## config.mk

```make
export PLATFORM = sky130hd
export DESIGN_NAME = demux32bits_skid
export DESIGN_NICKNAME = d
export VERILOG_FILES = /design/src/rtl/cpu_pkg.sv /design/src/rtl/entry_reg.sv /design/src/rtl/demux32bits_skid.sv
export SDC_FILE = /design/constraint.sdc
export NUM_CORES = 1
export LEC_CHECK = 0
export CAP_MARGIN = 5
export CELL_PAD_IN_SITES_DETAIL_PLACEMENT = 1
export CELL_PAD_IN_SITES_GLOBAL_PLACEMENT = 1
export CORE_UTILIZATION = 52
export CTS_BUF_LIST = sky130_fd_sc_hd__clkbuf_4 sky130_fd_sc_hd__clkbuf_8
export DETAILED_ROUTE_END_ITERATION = 10
export DONT_BUFFER_PORTS = 1
export PLACE_DENSITY = 0.84
export SETUP_SLACK_MARGIN = 0.1
export SLEW_MARGIN = 40
export SYNTH_ARGS = -nofsm -noshare
export SYNTH_HDL_FRONTEND = slang
export SYNTH_SLANG_ARGS = --single-unit
```

## constraint.sdc

```tcl
create_clock -name clk -period 2.9 [get_ports clk]
set_input_delay 0.29 -clock clk [delete_from_list [all_inputs] [get_ports clk]]
set_output_delay 0.29 -clock clk [all_outputs]
set_load 0.05 [all_outputs]
```

## src/rtl/cpu_pkg.sv

```systemverilog
// Shared datapath constants: word width, skid-buffer state encoding and
// destination codes for the 1-to-2 steering buffer.
package cpu_pkg;

  localparam int WORD_W = 32;

  localparam logic [1:0] EMPTY = 2'd0;
  localparam logic [1:0] ONE   = 2'd1;
  localparam logic [1:0] FULL  = 2'd2;

  localparam logic DEST_A = 1'b0;
  localparam logic DEST_B = 1'b1;

endpackage

```

## src/rtl/entry_reg.sv

```systemverilog
// One skid-buffer slot: an enabled register with synchronous active-low clear.
module entry_reg #(
  parameter int W = 33
) (
  input  logic         clk,
  input  logic         rst_n,
  input  logic         en,
  input  logic [W-1:0] d,
  output logic [W-1:0] q
);

  // NOTE: sequential state uses non-blocking assignments so every flop
  // samples the pre-edge value of its inputs, independent of block order.
  // NOTE: the storage is cleared on reset even though the state machine
  // already masks stale contents; it keeps the outputs free of old data.
  always_ff @(posedge clk) begin
    if (!rst_n)  q <= '0;
    else if (en) q <= d;
  end

endmodule

```

## src/rtl/demux32bits_skid.sv

```systemverilog
// Registered 1-to-2 steering buffer with two-entry skid storage; strict FIFO
// order across both destinations, registered in_ready toward the producer.
module demux32bits_skid
  import cpu_pkg::*;
#(
  parameter int WIDTH = WORD_W
) (
  input  logic             clk,
  input  logic             rst_n,
  input  logic [WIDTH-1:0] In,
  input  logic             sel,
  input  logic             in_valid,
  output logic             in_ready,
  input  logic             flush,
  output logic [WIDTH-1:0] OutA,
  output logic             valid_a,
  input  logic             ready_a,
  output logic [WIDTH-1:0] OutB,
  output logic             valid_b,
  input  logic             ready_b
);

  logic [1:0]     state, state_nxt;
  logic           head_en, tail_en;
  logic [WIDTH:0] head_d, head_q, tail_q;
  logic           head_vld, push, pop;

  // Entries are packed as {data, sel}.
  entry_reg #(.W(WIDTH + 1)) u_head (
    .clk  (clk),
    .rst_n(rst_n),
    .en   (head_en),
    .d    (head_d),
    .q    (head_q)
  );

  entry_reg #(.W(WIDTH + 1)) u_tail (
    .clk  (clk),
    .rst_n(rst_n),
    .en   (tail_en),
    .d    ({In, sel}),
    .q    (tail_q)
  );

  // Outputs depend only on the head slot and state, never on In/sel.
  assign head_vld = (state == ONE) || (state == FULL);
  assign valid_a  = head_vld && (head_q[0] == DEST_A);
  assign valid_b  = head_vld && (head_q[0] == DEST_B);
  assign OutA     = valid_a ? head_q[WIDTH:1] : '0;
  assign OutB     = valid_b ? head_q[WIDTH:1] : '0;

  assign push = in_valid && in_ready;
  assign pop  = (valid_a && ready_a) || (valid_b && ready_b);

  // NOTE: every signal driven here gets a default first, so no path through
  // the case leaves one unassigned and no latch is inferred.
  always_comb begin
    state_nxt = state;
    head_en   = 1'b0;
    tail_en   = 1'b0;
    head_d    = {In, sel};
    case (state)
      EMPTY: begin
        if (push) begin
          state_nxt = ONE;
          head_en   = 1'b1;
        end
      end
      ONE: begin
        if (push && pop) begin
          head_en = 1'b1;
        end else if (push) begin
          state_nxt = FULL;
          tail_en   = 1'b1;
        end else if (pop) begin
          state_nxt = EMPTY;
        end
      end
      FULL: begin
        if (pop) begin
          state_nxt = ONE;
          head_en   = 1'b1;
          head_d    = tail_q;
        end
      end
      default: state_nxt = EMPTY;
    endcase
    if (flush) begin
      state_nxt = EMPTY;
      head_en   = 1'b0;
      tail_en   = 1'b0;
    end
  end

  always_ff @(posedge clk) begin
    if (!rst_n) begin
      state    <= EMPTY;
      in_ready <= 1'b1;
    end else begin
      state    <= state_nxt;
      in_ready <= (state_nxt != FULL);
    end
  end

endmodule

```

Word-level counts from Yosys, hierarchy flattened
Cells that the tools add are included.
{ "totals": {"ff_bits": 69, "wordCells": 36, "output_inout_bits": 67} }
{ "classes": {"muxes": 19, "n_bitwise": 1, "n_eq_ne": 3, "reduce_logical": 9} }
{ "op_table": {"columns": ["cell", "count"], "rows": [
  ["33-bit 2-to-1 mux", 2],
  ["32-bit 2-to-1 mux", 2],
  ["2-bit 2-to-1 mux", 6],
  ["1-bit 2-to-1 mux", 7],
  ["1-bit logical AND", 6],
  ["2-bit one-hot mux with 3 select lines", 1],
  ["1-bit one-hot mux with 3 select lines", 1],
  ["2-bit by 1-bit equality test with 1-bit output, second input constant", 1],
  ["2-bit equality test, second input constant", 1],
  ["2-bit logical NOT", 1],
  ["1-bit logical OR", 2],
  ["2-bit inequality test, second input constant", 1],
  ["1-bit inverter", 1]
]} }

Logic depth before layout (Yosys ltp)
{ "depth": {"word_depth": 11, "mapped_depth": 8, "depth_no_buf": 6} }

Cells and area by module
A second synthesis with hierarchy kept.
{ "unflattened": {"hier_cells": 357, "hier_area_um2": 3697.3} }
{ "modules_own_cells": {"columns": ["module", "area_per_inst_um2", "instances", "cells_per_inst"], "rows": [
  ["entry_reg", 1280.0, 2, 106],
  ["demux32bits_skid", 1137.3, 1, 145]
]} }

Worst setup path after synthesis
OpenSTA, ideal clock, no wires.
{ "synth_timing": {"path_kind": "flip-flop to output port", "start": "register state[0]", "end": "output OutA[22]", "required_time_ns": 2.610, "stages_incl_launch_ff": 7, "arrival_time_ns": 2.277, "slack_ns": 0.333, "cell_sequence": "dfxtp_1 inv_1 ha_1 clkbuf_1 and2b_1 clkbuf_1 and2_1"} }
{ "synth_via": {"elab_chain_cells": 4, "word_cells_on_any_way": 5, "classes_between": "eq/ne: 2; mux: 1; reduce/logical: 2"} }
{ "synth_rtl": {"columns": ["element", "line_no", "rtl"], "rows": [
  ["start: declaration", "demux32bits_skid.sv:23", "logic [1:0] state, state_nxt;"],
  ["start signal: assignment", "demux32bits_skid.sv:100", "state <= state_nxt;"],
  ["2-bit by 1-bit equality test with 1-bit output or 2-bit equality test (tied branches)", "demux32bits_skid.sv:46", "assign head_vld = (state == ONE) || (state == FULL);"],
  ["1-bit logical OR *", "demux32bits_skid.sv:46", null],
  ["1-bit logical AND *", "demux32bits_skid.sv:47", "assign valid_a = head_vld && (head_q[0] == DEST_A);"],
  ["net valid_a", "demux32bits_skid.sv:16", "output logic valid_a,"],
  ["32-bit 2-to-1 mux *", "demux32bits_skid.sv:49", "assign OutA = valid_a ? head_q[WIDTH:1] : '0;"],
  ["end: declaration", "demux32bits_skid.sv:15", "output logic [WIDTH-1:0] OutA,"]
]} }
The timed path passes the listed nets; every way through them passes the cells marked *.

Worst setup path in the final report
{ "layout_timing": {"start": "register state[0]", "end": "output OutA[10]"} }
{ "layout_via": {"elab_chain_cells": 4, "word_cells_on_any_way": 5, "classes_between": "eq/ne: 2; mux: 1; reduce/logical: 2"} }
{ "layout_rtl": {"columns": ["element", "line_no"], "rows": [
  ["2-bit by 1-bit equality test with 1-bit output or 2-bit equality test (tied branches)", "demux32bits_skid.sv:46"],
  ["1-bit logical OR *", "demux32bits_skid.sv:46"],
  ["1-bit logical AND *", "demux32bits_skid.sv:47"],
  ["32-bit 2-to-1 mux *", "demux32bits_skid.sv:49"]
]} }
Mark *: on every way between the ends. The rest lies on a longest branch, timed or not.

==> impl_results.md <==
- Number of rows created at floorplan: 28
- Final worst clock skew: approximately 0.012 ns
- Pint: between 1.5 and 2 mW
- Mapped Avg Cell Area: about 9 sq um
- DRC: 0
- Share of synthesized area spent on multiplexers: less than 1%
- DIE AREA: approximately 6700 sq um
- Count of hold buffers inserted by post-cts repair: 0
- Cts repair resizes: 0
- Total Routed Length: around 10 mm
- Signal arrival time at the worst endpoint: about 2.2 ns
- Floorplan Core Area: 6060 sq um
- WL/cell: around 22 um
- Worst EP required: 2.61 ns
- Tot GR Track Use: 31.7%
- Outcome: completed
- Height of the chip: between 80 and 90 um
- Critical Path Stages: 6
- F_max: ~390 MHz
- Gp weighted congestion: between 0.7 and 0.8
- Vias in the first global route: 3046
- Max-cap violations: 0
- Effective utilization at floorplan: between 50% and 60%
- Clock root buffer: sky130_fd_sc_hd__clkbuf_8
- Xor-xnor portion of the synthesized cell area: less than 1%
- Critical path cell sequence: inv_1 > ha_1 > and2b_2 > buf_4 > and2_1 > buf_12
- Maximum single-stage delay on the critical path: ~0.42 ns
- Number of enable flip-flop cells after synthesis: 0
- Final critical path time including I/O delays and setup: roughly 2.5 ns
- Area leader, netlist: sky130_fd_sc_hd__dfxtp_1
- Final worst-path setup slack: between 0.3 and 0.4 ns
- Worst Path Max Fanout: 19
- Nets in the synthesized netlist: 414
- Skew-Pair Late Insertion Delay: between 0.3 and 0.4 ns
- Register-to-Register Path Depth: 7
- Via count: 2994
- Headroom to the max-slew limit: 52.5%
- WP buf/inv: 3
- DR iter-0 viols: ~330
- Clock transition at the register clock pins on the worst setup and hold paths after CTS: 0.08 ns
- 1st-pass router iterations: 6
- Tightest Pin Transition: 0.713 ns
- Post-CTS setup buffers: 0
- Via-per-instance ratio: between 6 and 7
- Largest family of logic cells by synthesized area: simple AND/OR/NAND/NOR gates
- Library cell contributing the largest single delay on the critical path: sky130_fd_sc_hd__dfxtp_1
- Maximum vdd ir drop: between 0.2 and 0.3 mV
- Sequential power share: between 40% and 50%
- Adder and majority gate portion of the synthesized area: 1.50%
- Synthesis-stage register bit count: between 60 and 70
- Complex-gate fraction of the synthesized area: 19.9%
- Final worst path period share: ~87%
- Horiz. Die Dim: around 82 um
- Total inserted antenna cells: 0
- Count of unique library cells instantiated by Yosys: 31
- Fraction of the yosys area taken by sequential cells: between 40% and 50%
- Finish-stage setup viols: 0
- HP Class: input port to flip-flop
- Cells after Synth: between 300 and 400
- Switching pwr: 0.505 mW
- Clock Power Share: a little over two fifths
- Layout cell share with drive strength beyond 1: roughly 17%
- Maximum number of pins on one net before global-route repair: around 70
- Count of warnings emitted by yosys: 0
- Switching part of the total: about 24%
- Number of sinks driven by the clock tree: slightly below 70
- Top cell family by delay on the critical path: simple AND/OR/NAND/NOR gates
- Critical path endpoint: OutA[10]
- Post-Route Setup TNS: 0 ns
- CP Launch Type: flip-flop
- Fraction of synthesized cell area taken by the top area cell type: between 40% and 50%
- Ys flop type: sky130_fd_sc_hd__dfxtp_1
- Hold violation count in the final report: 0
- Async set or reset register ratio after synthesis: 0%
- Net total in the final layout: between 400 and 500
- TritonCTS Buffers: 9
- End of the worst register-to-register path: u_head.q[27]$_SDFFE_PN0P_
- Leakage power total: approximately 1.6 nW
- Kind of capture point of the worst setup path: output pin
- Simple-gate area share of the yosys netlist: 28.9%
- Post-DRT Antenna Nets: 0
- Dpl hpwl: around 6.5 mm
- Area contributors post-synth: sky130_fd_sc_hd__dfxtp_1 (42%), sky130_fd_sc_hd__a222oi_1 (9.9%), sky130_fd_sc_hd__nand2_1 (8.2%), sky130_fd_sc_hd__a21boi_1 (6.8%), sky130_fd_sc_hd__and2_1 (6.4%)
- Layout-stage area growth over the synthesis result: 24.1%
- Reg-to-reg slack, setup: roughly 0.54 ns
- Number of max-slew violations in the final report: 0
- Unrepaired setup endpoints after global routing: false
- Power density over cell area: 510 nW/um^2
- Fraction of power consumed by combinational cells: under 10%
- Boundary pin count: 106
- Maximum number of buffers from clock root to sink: 2
- Post-placement worst setup slack: around 0.59 ns
- Antenna violations before repair: 0
- Number of levels the H-tree was split into: 3
- Leftover overflow at the end of global routing: 0
- Origin of the worst setup path: state[0]$_SDFF_PN0_
- TritonCTS clock tree: done
- Launch instance of the worst register-to-register path: state[0]$_SDFF_PN0_
- Synthesized cell area: between 3000 and 4000 sq um
- Wire length of the first global-routing pass: ~16 mm
- Setup CP Type: flip-flop to output pin
- Buffers on Ports: 0
## worst register-to-register path, stage by stage (launching register included)
cell and delay (ns):
sky130_fd_sc_hd__dfxtp_1 0.42, sky130_fd_sc_hd__inv_1 0.10, sky130_fd_sc_hd__ha_1 0.38, sky130_fd_sc_hd__and2_4 0.20
sky130_fd_sc_hd__a211oi_4 0.45, sky130_fd_sc_hd__buf_4 0.40, sky130_fd_sc_hd__a222oi_1 0.18, sky130_fd_sc_hd__nor2b_1 0.16
## cell usage after synthesis (2+ instances only)
library cell	n
sky130_fd_sc_hd__buf_2	6
sky130_fd_sc_hd__nor2b_1	33
sky130_fd_sc_hd__nand3_1	2
sky130_fd_sc_hd__a222oi_1	33
sky130_fd_sc_hd__buf_6	9
sky130_fd_sc_hd__ha_1	4
sky130_fd_sc_hd__and2_1	34
sky130_fd_sc_hd__clkbuf_8	3
sky130_fd_sc_hd__nor2_1	2
sky130_fd_sc_hd__a21boi_1	30
sky130_fd_sc_hd__dfxtp_1	69
sky130_fd_sc_hd__a31oi_1	2
sky130_fd_sc_hd__inv_1	2
sky130_fd_sc_hd__clkbuf_1	18
sky130_fd_sc_hd__nand2_1	73
sky130_fd_sc_hd__and3_1	32
sky130_fd_sc_hd__a21boi_0	3
sky130_fd_sc_hd__o21ai_0	3
## cell families (layout without fill, tap and decap cells)
kind of cell    count (synthesis)  after routing
compound gates                 77             77
xor+xnor                        1              1
flops                          69             69
fa+ha+maj                       4              4
mux                             1              1
buf+inv                        38             60
simple gates                  181            181
## flip-flops by register name, summed over array words and instances, names as in the netlist
register / flops
u_head.q: 33
state: 2
in_ready: 1
u_tail.q: 33
## final cells by class
type                            count  area, sq um
Fill cell                         665         1930
Multi-Input combinational cell    264         1700
Sequential cell                    69         1380
Timing Repair Buffer               42          716
Clock buffer                       12          159
Tap cell                           75         93.8
Clock inverter                      4         70.1
Inverter                            2         7.51
## power groups by stage
| stage | Combinational [mW] | Sequential (mW) | Clock, mW |
|---|---|---|---|
| 2_1_floorplan | 0.153 | 1.01 | 0 |
| 3_3_place_gp | 0.182 | 1.02 | 0 |
| 3_5_place_dp | 0.192 | 1.02 | 0 |
| 4_1_cts | 0.195 | 0.997 | 0.911 |
| 5_1_grt | 0.209 | 1.00 | 0.948 |
| 6_report | 0.195 | 0.998 | 0.910 |
## placed cells by master, fill, tap and decap left out, drive strengths merged
| cell | synthesis | layout |
|---|---|---|
| inv | 2 | 2 |
| o21a | 1 | 1 |
| a31oi | 2 | 2 |
| ha | 4 | 4 |
| and2b | 1 | 1 |
| buf | 15 | 42 |
| nand2 | 73 | 73 |
| and3 | 33 | 33 |
| mux2 | 1 | 1 |
| nand3 | 2 | 2 |
| nor2 | 2 | 2 |
| a222oi | 33 | 33 |
| bufinv | 0 | 2 |
| nor2b | 33 | 33 |
| o21ai | 3 | 3 |
| clkinv | 0 | 2 |
| nor3 | 1 | 1 |
| o211a | 1 | 1 |
| xnor2 | 1 | 1 |
| or3 | 1 | 1 |
| dfxtp | 69 | 69 |
| a21oi | 1 | 1 |
| a211oi | 2 | 2 |
| clkbuf | 21 | 12 |
| and2 | 35 | 35 |
| a22oi | 1 | 1 |
| a21boi | 33 | 33 |
## per-layer routing
metal / up-vias / wire length, um / GRT usage [%]
li1: 1341 / - / -
met1: 1486 / 4100 / 36.5
met2: 143 / 5090 / 55.1
met3: 24 / 820 / 7.22
met4: 0 / 227 / 15.1
met5: - / 0 / 0
## per-stage QoR
stage	total power, mW	hold WS, ns	std cells	cell area (sq um)	utilization (%)
after floorplan	1.16	0.425	371	3330	-
after global placement	1.20	0.424	452	3900	64.3
after detailed placement	1.21	0.430	452	3900	64.3
after CTS	2.10	0.0573	468	4130	68.1
after global routing	2.16	0.0723	468	4130	68.1
final	2.10	0.0622	468	4130	68.1
## worst min-delay path by stage
| stage | from | end | slack, ns | cells after the start |
|---|---|---|---|---|
| floorplan | sel | u_tail.q[0]$_SDFFE_PN0P_ | 0.42 | 2 |
| global placement | rst_n | u_head.q[26]$_SDFFE_PN0P_ | 0.42 | 1 |
| detailed placement | rst_n | u_head.q[20]$_SDFFE_PN0P_ | 0.43 | 1 |
| CTS | In[30] | u_tail.q[31]$_SDFFE_PN0P_ | 0.06 | 2 |
| global route | rst_n | u_head.q[29]$_SDFFE_PN0P_ | 0.07 | 1 |
| finish | In[30] | u_tail.q[31]$_SDFFE_PN0P_ | 0.06 | 2 |
Note: power is estimated with default switching activity, not from simulation.
